[config.mk]
export PLATFORM = sky130hd
export DESIGN_NAME = ct_ifu_spsram_1024x59_ctrl
export DESIGN_NICKNAME = d
export VERILOG_FILES = /design/src/rtl/ct_ifu_spsram_1024x59_ctrl.sv
export SDC_FILE = /design/constraint.sdc
export NUM_CORES = 1
export LEC_CHECK = 0
export CORE_AREA = 2 2 150 152
export DETAILED_ROUTE_END_ITERATION = 10
export DIE_AREA = 0 0 152 154
export GPL_ROUTABILITY_DRIVEN = 1
export GPL_TIMING_DRIVEN = 1
export PLACE_DENSITY = 0.85
export SLEW_MARGIN = 10
export SYNTH_ARGS = -nofsm -noshare
export SYNTH_HDL_FRONTEND = slang
export SYNTH_SLANG_ARGS = --single-unit
export TNS_END_PERCENT = 10
[constraint.sdc]
create_clock -name forever_cpuclk -period 1.7 [get_ports forever_cpuclk]
set_input_delay 0.255 -clock forever_cpuclk [delete_from_list [all_inputs] [get_ports forever_cpuclk]]
set_output_delay 0.255 -clock forever_cpuclk [all_outputs]
set_load 0.02 [all_outputs]
[src/rtl/ct_ifu_spsram_1024x59_ctrl.sv]
// Access controller for the 1024x59 single-port IFU SRAM: init/flush sweep,
// valid/ready request port and a 2-entry buffered read-response port.
module ct_ifu_spsram_1024x59_ctrl #(
  parameter int ADDR_WIDTH = 10,
  parameter int DATA_WIDTH = 59,
  parameter logic [DATA_WIDTH-1:0] INIT_DATA = '0
) (
  input  logic                  forever_cpuclk,
  input  logic                  cpurst,
  input  logic                  flush_req,
  input  logic                  req_vld,
  output logic                  req_rdy,
  input  logic                  req_wr,
  input  logic [ADDR_WIDTH-1:0] req_addr,
  input  logic [DATA_WIDTH-1:0] req_wdata,
  input  logic [DATA_WIDTH-1:0] req_wmask,
  output logic                  rsp_vld,
  input  logic                  rsp_rdy,
  output logic [DATA_WIDTH-1:0] rsp_data,
  output logic                  init_busy,
  output logic                  sram_cen,
  output logic                  sram_gwen,
  output logic [DATA_WIDTH-1:0] sram_wen,
  output logic [ADDR_WIDTH-1:0] sram_a,
  output logic [DATA_WIDTH-1:0] sram_d,
  input  logic [DATA_WIDTH-1:0] sram_q
);

  typedef enum logic {INIT, IDLE} state_t;

  localparam logic [ADDR_WIDTH:0] SWEEP_LAST = {1'b0, {ADDR_WIDTH{1'b1}}};

  state_t                state_reg, state_next;
  logic [ADDR_WIDTH:0]   sweep_cnt_reg, sweep_cnt_next;
  logic                  inflight_reg, inflight_next;
  logic                  wr_ptr_reg, rd_ptr_reg;
  logic [1:0]            count_reg;
  logic [1:0]            credit_sum;
  logic                  accept;
  logic                  fifo_clear;
  logic                  push;
  logic                  pop;

  // Outstanding reads = one possibly in the SRAM pipe plus buffered entries.
  assign credit_sum = {1'b0, inflight_reg} + count_reg;
  assign init_busy  = (state_reg == INIT);
  assign rsp_vld    = (count_reg != 2'd0);
  assign push       = inflight_reg && !fifo_clear;
  assign pop        = rsp_vld && rsp_rdy;

  always_comb begin
    state_next     = state_reg;
    sweep_cnt_next = sweep_cnt_reg;
    inflight_next  = 1'b0;
    fifo_clear     = 1'b0;
    accept         = 1'b0;
    req_rdy        = 1'b0;
    sram_cen       = 1'b1;
    sram_gwen      = 1'b1;
    sram_wen       = '1;
    sram_a         = '0;
    sram_d         = '0;
    if (!cpurst) begin
      case (state_reg)
        INIT: begin
          sram_cen       = 1'b0;
          sram_gwen      = 1'b0;
          sram_wen       = '0;
          sram_a         = sweep_cnt_reg[ADDR_WIDTH-1:0];
          sram_d         = INIT_DATA;
          sweep_cnt_next = sweep_cnt_reg + 1'b1;
          if (sweep_cnt_reg == SWEEP_LAST) begin
            state_next = IDLE;
          end
        end
        IDLE: begin
          if (flush_req) begin
            state_next     = INIT;
            sweep_cnt_next = '0;
            fifo_clear     = 1'b1;
          end else begin
            req_rdy = (credit_sum < 2'd2);
            accept  = req_vld && req_rdy;
            if (accept) begin
              sram_cen = 1'b0;
              sram_a   = req_addr;
              if (req_wr) begin
                sram_gwen = 1'b0;
                sram_wen  = ~req_wmask;
                sram_d    = req_wdata;
              end else begin
                inflight_next = 1'b1;
              end
            end
          end
        end
        default: state_next = INIT;
      endcase
    end
  end

  always_ff @(posedge forever_cpuclk) begin
    if (cpurst) begin
      state_reg     <= INIT;
      sweep_cnt_reg <= '0;
      inflight_reg  <= 1'b0;
      wr_ptr_reg    <= 1'b0;
      rd_ptr_reg    <= 1'b0;
      count_reg     <= 2'd0;
    end else begin
      state_reg     <= state_next;
      sweep_cnt_reg <= sweep_cnt_next;
      inflight_reg  <= inflight_next;
      if (fifo_clear) begin
        wr_ptr_reg <= 1'b0;
        rd_ptr_reg <= 1'b0;
        count_reg  <= 2'd0;
      end else begin
        if (push) wr_ptr_reg <= ~wr_ptr_reg;
        if (pop)  rd_ptr_reg <= ~rd_ptr_reg;
        count_reg <= count_reg + {1'b0, push} - {1'b0, pop};
      end
    end
  end

  // Response buffer storage; sram_q is only meaningful in the inflight cycle.
  for (genvar gi = 0; gi < 2; gi++) begin : g_fifo
    logic [DATA_WIDTH-1:0] entry_reg;
    always_ff @(posedge forever_cpuclk) begin
      if (cpurst) begin
        entry_reg <= '0;
      end else if (push && (wr_ptr_reg == 1'(gi))) begin
        entry_reg <= sram_q;
      end
    end
  end

  assign rsp_data = rd_ptr_reg ? g_fifo[1].entry_reg : g_fifo[0].entry_reg;

endmodule
==> After elaboration in Yosys (flattened, before gate mapping) <==
Cells that the tools add are included.
{ "word_totals": {"in_bits": 193, "register_bits": 135, "output_inout_bits": 192, "word_cells": 64} }
{ "classes": {"n_eq_ne": 2, "addsub": 4, "n_reduce_logical": 9, "bitwise": 5, "n_mux": 35, "n_lt_le_gt_ge": 1} }
{ "op_table": {"columns": ["op", "n"], "rows": [
  ["59-bit 2-to-1 mux", 9],
  ["59-bit case mux with 2 select lines", 2],
  ["59-bit inverter", 1],
  ["10-bit 2-to-1 mux", 3],
  ["11-bit case mux with 2 select lines", 1],
  ["10-bit case mux with 2 select lines", 1],
  ["1-bit 2-to-1 mux", 15],
  ["11-bit by 1-bit adder with 11-bit output (second input constant)", 1],
  ["11-bit by 10-bit == test with 1-bit output (second input constant)", 1],
  ["11-bit 2-to-1 mux", 1],
  ["1-bit case mux with 2 select lines", 3],
  ["1-bit logical AND", 5],
  ["1-bit inverter", 4],
  ["4-bit OR reduction", 1],
  ["1-bit by 2-bit adder with 2-bit output", 1],
  ["2-bit by 1-bit adder with 2-bit output", 1],
  ["2-bit less-than comparator (second input constant)", 1],
  ["2-bit inequality test (second input constant)", 1],
  ["2-bit nonzero test", 1],
  ["2-bit OR reduction", 1],
  ["2-bit by 1-bit subtractor with 2-bit output", 1],
  ["1-bit logical NOT", 1]
]} }

==> Logic depth before layout (Yosys ltp) <==
Gate-level depths: netlist (run 1).
{ "logic_depth": {"ltp_word": 7, "depth_mapped": 9, "depth_no_buf": 7} }

==> Worst setup path after synthesis (run 1) <==
Ideal clock, no wire load.
{ "synth_timing": {"kind": "register to output", "startpoint": "reg inflight_reg", "endpoint": "out sram_a[0]", "slack_ns": -0.157, "path_buffers": 1, "arrival_ns": 1.602, "required_ns": 1.445, "path_stages_with_launch": 5, "cell_sequence": "dfxtp_1 clkbuf_1 a21bo_2 nand3_1 o41ai_1"} }
{ "synth_via": {"elab_chain_cells": 7} }
{ "synth_rtl": {"columns": ["item", "line_no", "source"], "rows": [
  ["start, declared", "35", "logic inflight_reg, inflight_next;"],
  ["start signal, assigned", "113", "inflight_reg <= inflight_next;"],
  ["1-bit by 2-bit adder with 2-bit output", "45", "assign credit_sum = {1'b0, inflight_reg} + count_reg;"],
  ["2-bit less-than comparator", "82", "req_rdy = (credit_sum < 2'd2);"],
  ["1-bit logical AND", "83", "accept = req_vld && req_rdy;"],
  ["10-bit 2-to-1 mux", "84", "if (accept) begin"],
  ["10-bit 2-to-1 mux", "77", "if (flush_req) begin"],
  ["10-bit case mux with 2 select lines", "64", "case (state_reg)"],
  ["10-bit 2-to-1 mux", "63", "if (!cpurst) begin"],
  ["end, declared", "24", "output logic [ADDR_WIDTH-1:0] sram_a,"]
]} }
Every way passes these cells.

==> Worst setup path in the final report (run 1) <==
{ "layout_timing": {"startpoint": "reg count_reg[1]", "endpoint": "out sram_d[50]"} }
{ "layout_via": {"elab_chain_cells": 7} }
{ "layout_rtl": {"columns": ["item", "line_no", "source"], "rows": [
  ["start, declared", "37", "logic [1:0] count_reg;"],
  ["start signal, assigned", "121", "count_reg <= count_reg + {1'b0, push} - {1'b0, pop};"],
  ["1-bit by 2-bit adder with 2-bit output", "45", null],
  ["2-bit less-than comparator", "82", null],
  ["1-bit logical AND", "83", null],
  ["59-bit 2-to-1 mux", "84", null],
  ["59-bit 2-to-1 mux", "77", null],
  ["59-bit case mux with 2 select lines", "64", null],
  ["59-bit 2-to-1 mux", "63", null],
  ["end, declared", "25", "output logic [DATA_WIDTH-1:0] sram_d,"]
]} }
Every way passes these cells.

==> results of run 1 <==
[power breakdown]
part | total [mW] | internal [mW] | switching, mW
combinational | 1.21 | 0.704 | 0.510
sequential | 3.17 | 3.17 | 0.00524
clock | 3.89 | 2.41 | 1.48
[routing by layer]
metal / vias up / share of wire [%]
met4: 0 / 2.1
met1: 3574 / 37
met3: 39 / 6.1
li1: 3609 / -
met2: 317 / 55
met5: - / 0
[tightest hold or removal path, stage by stage]
cell	delay (ns)
sky130_fd_sc_hd__buf_4	0.10
sky130_fd_sc_hd__or3b_4	0.14
sky130_fd_sc_hd__buf_4	0.13
sky130_fd_sc_hd__nor3_1	0.04
[repair_timing]
| action | in CTS | in global routing |
|---|---|---|
| pin swaps | 5 | 20 |
| endpoints found under the setup margin | 252 | 305 |
| resized for setup | 772 | 186 |
| gates cloned | 5 | 2 |
| buffers inserted | 11 | 8 |
[kinds of logic after synthesis]
group / Yosys count
buf+inv: 87
compound gates: 93
flops: 135
simple gates: 302
xor+xnor: 5
fa+ha+maj: 2
mux: 179
[worst max path at each step]
| stage | start | endpoint | slack [ns] | cells past startpoint |
|---|---|---|---|---|
| after floorplan | inflight_reg$_SDFF_PP0_ | sram_d[57] | -0.07 | 4 |
| after global routing | count_reg[1]$_SDFF_PP0_ | sram_d[45] | -0.70 | 7 |
| after CTS | state_reg$_SDFF_PP0_ | sram_d[58] | -0.68 | 5 |
| after detailed placement | req_wr | sram_wen[7] | -1.01 | 6 |
| final | count_reg[1]$_SDFF_PP0_ | sram_d[50] | -0.63 | 7 |
| after global placement | req_wr | sram_wen[32] | -0.98 | 6 |
[synth_stat cells, drive strengths merged, types with 2 or more instances]
cell,instances
and3,60
nor2b,4
nand3,7
nand3b,3
or3b,11
and2,2
and4b,2
or2,4
clkbuf,43
nand2b,181
nor3,2
a21oi,62
mux2,59
inv,13
o211ai,5
o211a,2
nand4b,2
o41ai,4
o21ai,3
nand4,3
o32ai,9
nor2,8
o2111ai,2
xor2,3
xnor2,2
nand2,7
mux2i,120
buf,31
ha,2
o31ai,2
nor4,3
dfxtp,135
[metrics by stage]
stage / std cells / setup TNS, ns / util (%) / power [mW]
floorplan: 803 / -2.00 / - / 3.65
global placement: 1446 / -159.58 / 55.0 / 4.37
detailed placement: 1446 / -165.22 / 55.0 / 4.38
CTS: 1494 / -86.77 / 57.0 / 8.27
global route: 1504 / -94.10 / 59.7 / 8.57
finish: 1504 / -74.60 / 59.7 / 8.27
[layout make-up]
cell class                      instances  area [um2]
Sequential cell                       135        2710
Tap cell                              280         350
Fill cell                            1805        8750
Inverter                               13        48.8
Clock inverter                         13         166
Clock buffer                           19         453
Timing Repair Buffer                  463        4460
Multi-Input combinational cell        581        4740
==> results.md, run 1 <==
Critical path:
- On the critical path the largest part of the delay comes from buffers and inverters.
- Together, buffers and inverters on the worst path number 4.
- The peak per-stage delay on the critical path is 0.36 ns.
- The nature of the critical path startpoint is a flip-flop.
- The worst endpoint data arrival time is 2.07 ns.
- The beginning of the worst register-to-register path is state_reg$_SDFF_PP0_.
- Counting cells, the worst reg-to-reg path comes to 8.
- The destination of the worst register-to-register timing path is g_fifo[0].entry_reg[24]$_SDFFE_PP0P_.
- Counting stages on the worst path, the most repeated cell is sky130_fd_sc_hd__buf_4.
- The biggest fanout along the worst timing path is 27.
- STA puts the critical path data required time at 1.44 ns.
- The worst-path cell with the longest stage delay is sky130_fd_sc_hd__nor4_4.
- The critical path goes through a21boi_4 > buf_4 > nor4_4 > buf_4 > clkbuf_16 > and3_1 > buf_6.
- The critical path is of the flip-flop to output port type.
- The category of the worst setup path capture point is an output port.
- The worst register-to-register path has a setup slack of -0.08 ns.

Finish:
- The number of flip-flops in the largest register is 118.
- The antenna cell count is 0.
- The layout overhead on the synthesized area is 71.8%.
- Leaving out fill and tap cells, the most frequent cell in the layout is sky130_fd_sc_hd__clkdlybuf4s50_1.
- Of the cells placed in the final design, the portion with a size suffix greater than 1 is 34.8%.
- After routing the design area is 12900 um2.
- The total number of nets in the final design is 1406.
- In the layout the commonest cells are sky130_fd_sc_hd__clkdlybuf4s50_1, sky130_fd_sc_hd__nand2b_1, sky130_fd_sc_hd__dfxtp_1.

Yosys:
- The number of nets handed over by synthesis was 998.
- The mean instance size in the synthesized netlist is 9.38 um2.
- The fraction of the mapped netlist area in compound gates is 7.54%.
- Of all cell types, the one taking the most synthesized area is sky130_fd_sc_hd__dfxtp_1.
- The area share of the largest cell type after synthesis is 35.9%.
- The synthesized netlist contains 48 unique library cells.
- The number of warnings printed during yosys synthesis is 0.
- The mux cell area share after synthesis is 24.8%.
- Sequential cells were found to cover 35.9% of the synthesized design area.
- Counting flops and latches in the post-synthesis netlist gives 135.
- The number of synthesized flops with an enable pin is 0.
- The number of instances in the synthesized netlist is 803.
- The adder-cell share of the synthesized area is 0.332%.
- The combined area of all synthesized cells is 7530 um2.
- The most used flip-flop cell after synthesis is sky130_fd_sc_hd__dfxtp_1.
- By area the synthesized netlist is led by sky130_fd_sc_hd__dfxtp_1, sky130_fd_sc_hd__mux2i_1, sky130_fd_sc_hd__nand2b_1.
- The dominant combinational cell family by area after synthesis is simple AND/OR/NAND/NOR gates.
- After Yosys synthesis, and, or, nand and nor cells account for 25.4% of the synthesized area.
- Of all flip-flops after synthesis, the portion carrying an async set or reset was 0%.
- Of the total synthesized cell area, the portion taken by XOR and XNOR cells is 0.581%.

Timing:
- The slew of the pin with the lowest slew margin is 0.545 ns.
- The final number of hold-violating endpoints was 0.
- The ratio of final minimum period to clock period is 137%.
- Setup repair after global routing could not meet its margin everywhere.
- In the post-route analysis, the smallest setup slack over all paths is -0.630 ns.
- Setup violations remaining at the end of the flow were counted as 219.
- The number of max-slew violations in the final report is 0.
- Counting I/O delays and the setup requirement, the final critical path takes 2.33 ns.
- Based on the critical path, the design can be clocked at up to 429 MHz.
- In this run the tightest slew margin relative to its limit is 63.7%.
- Final hold analysis gives a worst-case slack of 0.302 ns.
- For the final database, setup skew stands at 0.00965 ns.

Pwr:
- Across the VDD grid, the largest voltage drop is 0.597 mV.
- In this run the power density over the cells is 639 nW/um2.
- In this run the static leakage power is 5.79 nW.

Floorplan:
- The die width is 152 um.
- Once the floorplan was initialized, standard cells occupied 34.7% of the core.
- For this design the top-level I/O count stands at 385.
- The region available for standard cell placement spans 21700 um2.
- The floorplan step set the die height to 154 um.
- The die outline area is 23400 um2.
- The floorplan has 54 rows.

Placement:
- Buffers placed on the I/O ports in this run total 384.
- The post-placement cell area is 11900 um2.
- The last weighted congestion value of the routability-driven placer is 0.850.
- The HPWL after detailed placement is 19300 um.
- The post-placement worst setup slack is -1.01 ns.

Status:
- The checks that failed: setup timing.
- The flow ran to the end, but the final reports show violations.

CTS:
- The root buffer cell chosen for the clock tree is sky130_fd_sc_hd__clkbuf_16.
- The clock passes through at most 2 buffers.
- The number of levels the H-tree was split into is 4.
- The clock input transition at the sequential cells of the worst setup and hold paths is 0.06 ns.
- The clock sink count is 135.
- The total CTS buffers is 17.
- The clock latency reported for the late side of the worst-skew pair is 0.41 ns.
- The TritonCTS clock tree is yes.
- The number of hold buffers added after CTS was 0.

Global route:
- The number of global-route vias before repair is 7559.
- The global routing usage summed across all routing layers is 22.0%.
- The maximum number of pins on one net before global-route repair is 108.
- After global routing, the most crowded layer is met2.
- Global routing used 42.2% of the available met2 tracks.
- The number of antenna violations at the first check in global routing is 0.
- The global routing usage on met3 is 6.26%.
- The wire length of the first global-routing pass is 41100 um.
- Global routing used 22.9% of the available met1 tracks.
- The leftover overflow at the end of global routing is 0.

Drt:
- The detail route stage leaves a number of antenna-violating nets equal to 0.
- The violation count after the first detailed-route iteration is 321.
- The routed wire length is 27700 um.
- The detailed-route DRC error count is 0.
- After detailed routing, the average wire length per cell comes to 18.4 um.
- The detail-routed via count per cell is 5.01.
- The vias after detailed routing is 7539.
- For this run, the detailed router's first-pass iteration total came to 4.

Flow run:
- The number of maximum-capacitance violations is 0.

Min path:
- The launch instance of the worst min-delay path is cpurst.
- The path type of the worst min-delay path is input pin to flip-flop.
- The sink of the worst hold path is inflight_reg$_SDFF_PP0_.
- The cell count of the worst hold path is 4.
Power figures use the tool's default switching activity.
==> run 2: changes to the inputs <==
Settings changed: ABC_CLOCK_PERIOD_IN_PS set to 1700.
==> results of run 2 <==
Final layout, timing and power as in run 1 (identical DEF).
==> run 3: changes to the inputs <==
==> constraint.sdc (replaced) <==
create_clock -name forever_cpuclk -period 1.7 [get_ports forever_cpuclk]
set_input_delay 0.34 -clock forever_cpuclk [delete_from_list [all_inputs] [get_ports forever_cpuclk]]
set_output_delay 0.34 -clock forever_cpuclk [all_outputs]
set_load 0.02 [all_outputs]
==> run 3 against run 2 <==
  * Worst setup slack worse by 0.13 ns
  * The run still ends with setup timing left
  * Flip-flop and latch count unchanged
  * Combinational power about the same
  * Hold slack better by 0.081 ns
  * Core utilization up 0.79 points
  * Total power down 2.1%
  * Die area unchanged
  * Highest routed layer is now met5
  * Final area up 1.3%
==> results.md, run 3 (synthesized netlist as in run 1, its figures left out) <==
Status:
- The flow ran to the end, but the final reports show violations.
- The checks that failed: setup timing.

Critical path:
- The worst endpoint required time is 1.36 ns (-0.08 ns).
- The slack of the worst reg-to-reg path is -0.36 ns (-0.28 ns).
- The worst endpoint data arrival time is 2.12 ns (+0.05 ns).
- The nature of the critical path startpoint is an input pin.
- The critical path start-end classification is input pin to output port.
- The biggest fanout along the worst timing path is 7 (-74%).
- The category of the worst setup path capture point is an output port.

Timing:
- The final number of hold-violating endpoints is 0 (unchanged).
- The clock skew after layout came to 0.00669 ns (-0.00296 ns).
- The normalized max-slew margin came to 61.6% (-2.0 points).
- The minimum clock period came to 2.46 ns (+0.130 ns).
- The setup TNS was -113.32 ns (-38.72 ns).
- The final-report setup violation count came to 310 (+42%).
- Setup repair after global routing could not meet its margin everywhere.
- The number of max-slew violations in the final report came to 0 (unchanged).
- The setup slack of the critical path after layout is -0.760 ns (-0.130 ns).
- The ratio of final minimum period to clock period is 145% (+7.7 points).
- The worst hold slack after final layout came to 0.382 ns (+0.0807 ns).
- The achievable frequency is 407 MHz (-5.3%).
- The slew of the pin with the lowest slew margin is 0.575 ns (+0.0296 ns).

Pwr:
- The power per standard cell area is 618 nW/um2 (-3.4%).
- The maximum vdd drop is 0.634 mV (+6.3%).
- The static leakage came to 5.79 nW (about the same).
- The overall power is 8.10 mW (-2.1%).

Floorplan:
- The die outline area is 23400 um2 (unchanged).
- The total I/O pin count came to 385 (unchanged).
- The die width came to 152 um (unchanged).
- The die outline height was 154 um (unchanged).
- The area inside the core boundary is 21700 um2 (unchanged).
- The number of rows in the core area came to 54 (unchanged).
- The starting utilization of the core area is 34.7% (unchanged).

Global route:
- The number of antenna violations at the first check in global routing came to 2 (+2).
- The number of global-route vias before repair came to 7651 (+1.2%).
- The maximum number of pins on one net before global-route repair is 115 (+6.5%).
- The global routing usage summed across all routing layers is 24.1% (+2.1 points).
- The wire length of the first global-routing pass came to 44300 um (+7.6%).
- The leftover overflow at the end of global routing is 0 (unchanged).

Drt:
- The violation count after the first detailed-route iteration was 556 (+73%).
- The vias after detailed routing came to 7885 (+4.6%).
- The count of TritonRoute iterations in the first routing pass is 5 (+1).
- The post-route antenna net violation count is 0 (unchanged).
- The wire length per cell after detailed routing came to 20.4 um (+11%).
- The detail-routed via count per cell is 5.21 (+4.0%).
- The routed wire length is 30800 um (+11%).
- The detailed-route DRC error count is 0 (unchanged).

Finish:
- In the layout the commonest cells are sky130_fd_sc_hd__clkdlybuf4s50_1, sky130_fd_sc_hd__nand2b_1, sky130_fd_sc_hd__dfxtp_1.
- The antenna cell count came to 0 (unchanged).
- The number of flip-flops in the largest register was 118 (unchanged).
- The summed area of non-filler cells in the final layout was 13100 um2 (+1.3%).
- The layout overhead on the synthesized area is 74.0%.
- The number of filler instances in the final layout is 1775 (-1.7%).
- The library cell used most frequently in the layout, excluding fill and tap cells, is sky130_fd_sc_hd__clkdlybuf4s50_1.
- The total number of nets in the final design came to 1416 (+0.71%).
- The layout cell share with drive strength beyond 1 is 36.0% (+1.2 points).

CTS:
- The hold buffer count at CTS is 0 (unchanged).
- The number of levels the H-tree was split into is 4 (unchanged).
- The clock input transition at the sequential cells of the worst setup and hold paths is 0.06 ns (about the same).
- The cell chosen for the clock root is sky130_fd_sc_hd__clkbuf_16.
- TritonCTS built the clock tree.
- The total CTS buffers is 17 (unchanged).
- The maximum clock path buffer count is 2 (unchanged).
- The clock sink count is 135 (unchanged).
- The clock latency reported for the late side of the worst-skew pair is 0.42 ns (about the same).

Placement:
- The last weighted congestion value of the routability-driven placer is 0.921 (+8.4%).
- The HPWL after detailed placement is 22500 um (+16%).
- The post-placement cell area is 12200 um2 (+2.0%).
- The number of buffer cells added on primary ports is 384 (unchanged).

Flow run:
- The number of maximum-capacitance violations came to 0 (unchanged).

Min path:
- In this run the worst hold path is classified as input pin to flip-flop.
## run 3: cell type report
class	instances	area, um2	area share (%)
clock buffer	17	425	3.25
clock inverter	13	159	1.21
inverter	13	48.8	0.372
multi-input combinational	582	4850	37.0
sequential	135	2710	20.7
tap	280	350	2.67
timing repair buffer	472	4560	34.8
## run 3: path summary, 6_finish.rpt
path                                        start                              endpoint  cells after the start
max                                     flush_req                          sram_wen[40]                      8
min reg2reg  g_fifo[1].entry_reg[54]$_SDFFE_PP0P_  g_fifo[1].entry_reg[54]$_SDFFE_PP0P_                      2
min                                        cpurst               inflight_reg$_SDFF_PP0_                      4
max reg2reg                  state_reg$_SDFF_PP0_               count_reg[1]$_SDFF_PP0_                     11
## run 3: through the flow
step / std cells / utilization (%) / setup slack, ns
2_1_floorplan: 803 / - / -0.201
3_3_place_gp: 1457 / 56.1 / -1.08
3_5_place_dp: 1457 / 56.1 / -1.15
4_1_cts: 1496 / 59.1 / -1.04
5_1_grt: 1512 / 60.4 / -0.822
6_report: 1512 / 60.4 / -0.760
## run 3: what timing repair did
action | in CTS | in global routing
gates resized for setup | 657 | 293
pin swaps | 9 | 19
setup buffers | 6 | 14
endpoints found under the setup margin | 319 | 317
cloned | 3 | 5
## run 3: where the power goes
group | total (mW) | internal [mW] | switching, mW
clock | 3.68 | 2.28 | 1.40
sequential | 3.17 | 3.17 | 0.00568
combinational | 1.24 | 0.694 | 0.545
## run 3: per-layer routing
metal | GRT usage (%) | up-vias | routed length (um)
met1 | 29.2 | 3798 | 12500
li1 | - | 3634 | -
met2 | 42.1 | 388 | 15300
met5 | 0 | - | 8
met3 | 6.06 | 63 | 2200
met4 | 7.48 | 2 | 792
## run 3: worst max-delay path, stage by stage
cell,delay (ns)
sky130_fd_sc_hd__clkdlybuf4s15_1,0.21
sky130_fd_sc_hd__or3b_4,0.42
sky130_fd_sc_hd__nor4_4,0.40
sky130_fd_sc_hd__buf_6,0.19
sky130_fd_sc_hd__buf_4,0.13
sky130_fd_sc_hd__clkbuf_16,0.15
sky130_fd_sc_hd__a21oi_1,0.08
sky130_fd_sc_hd__buf_2,0.20
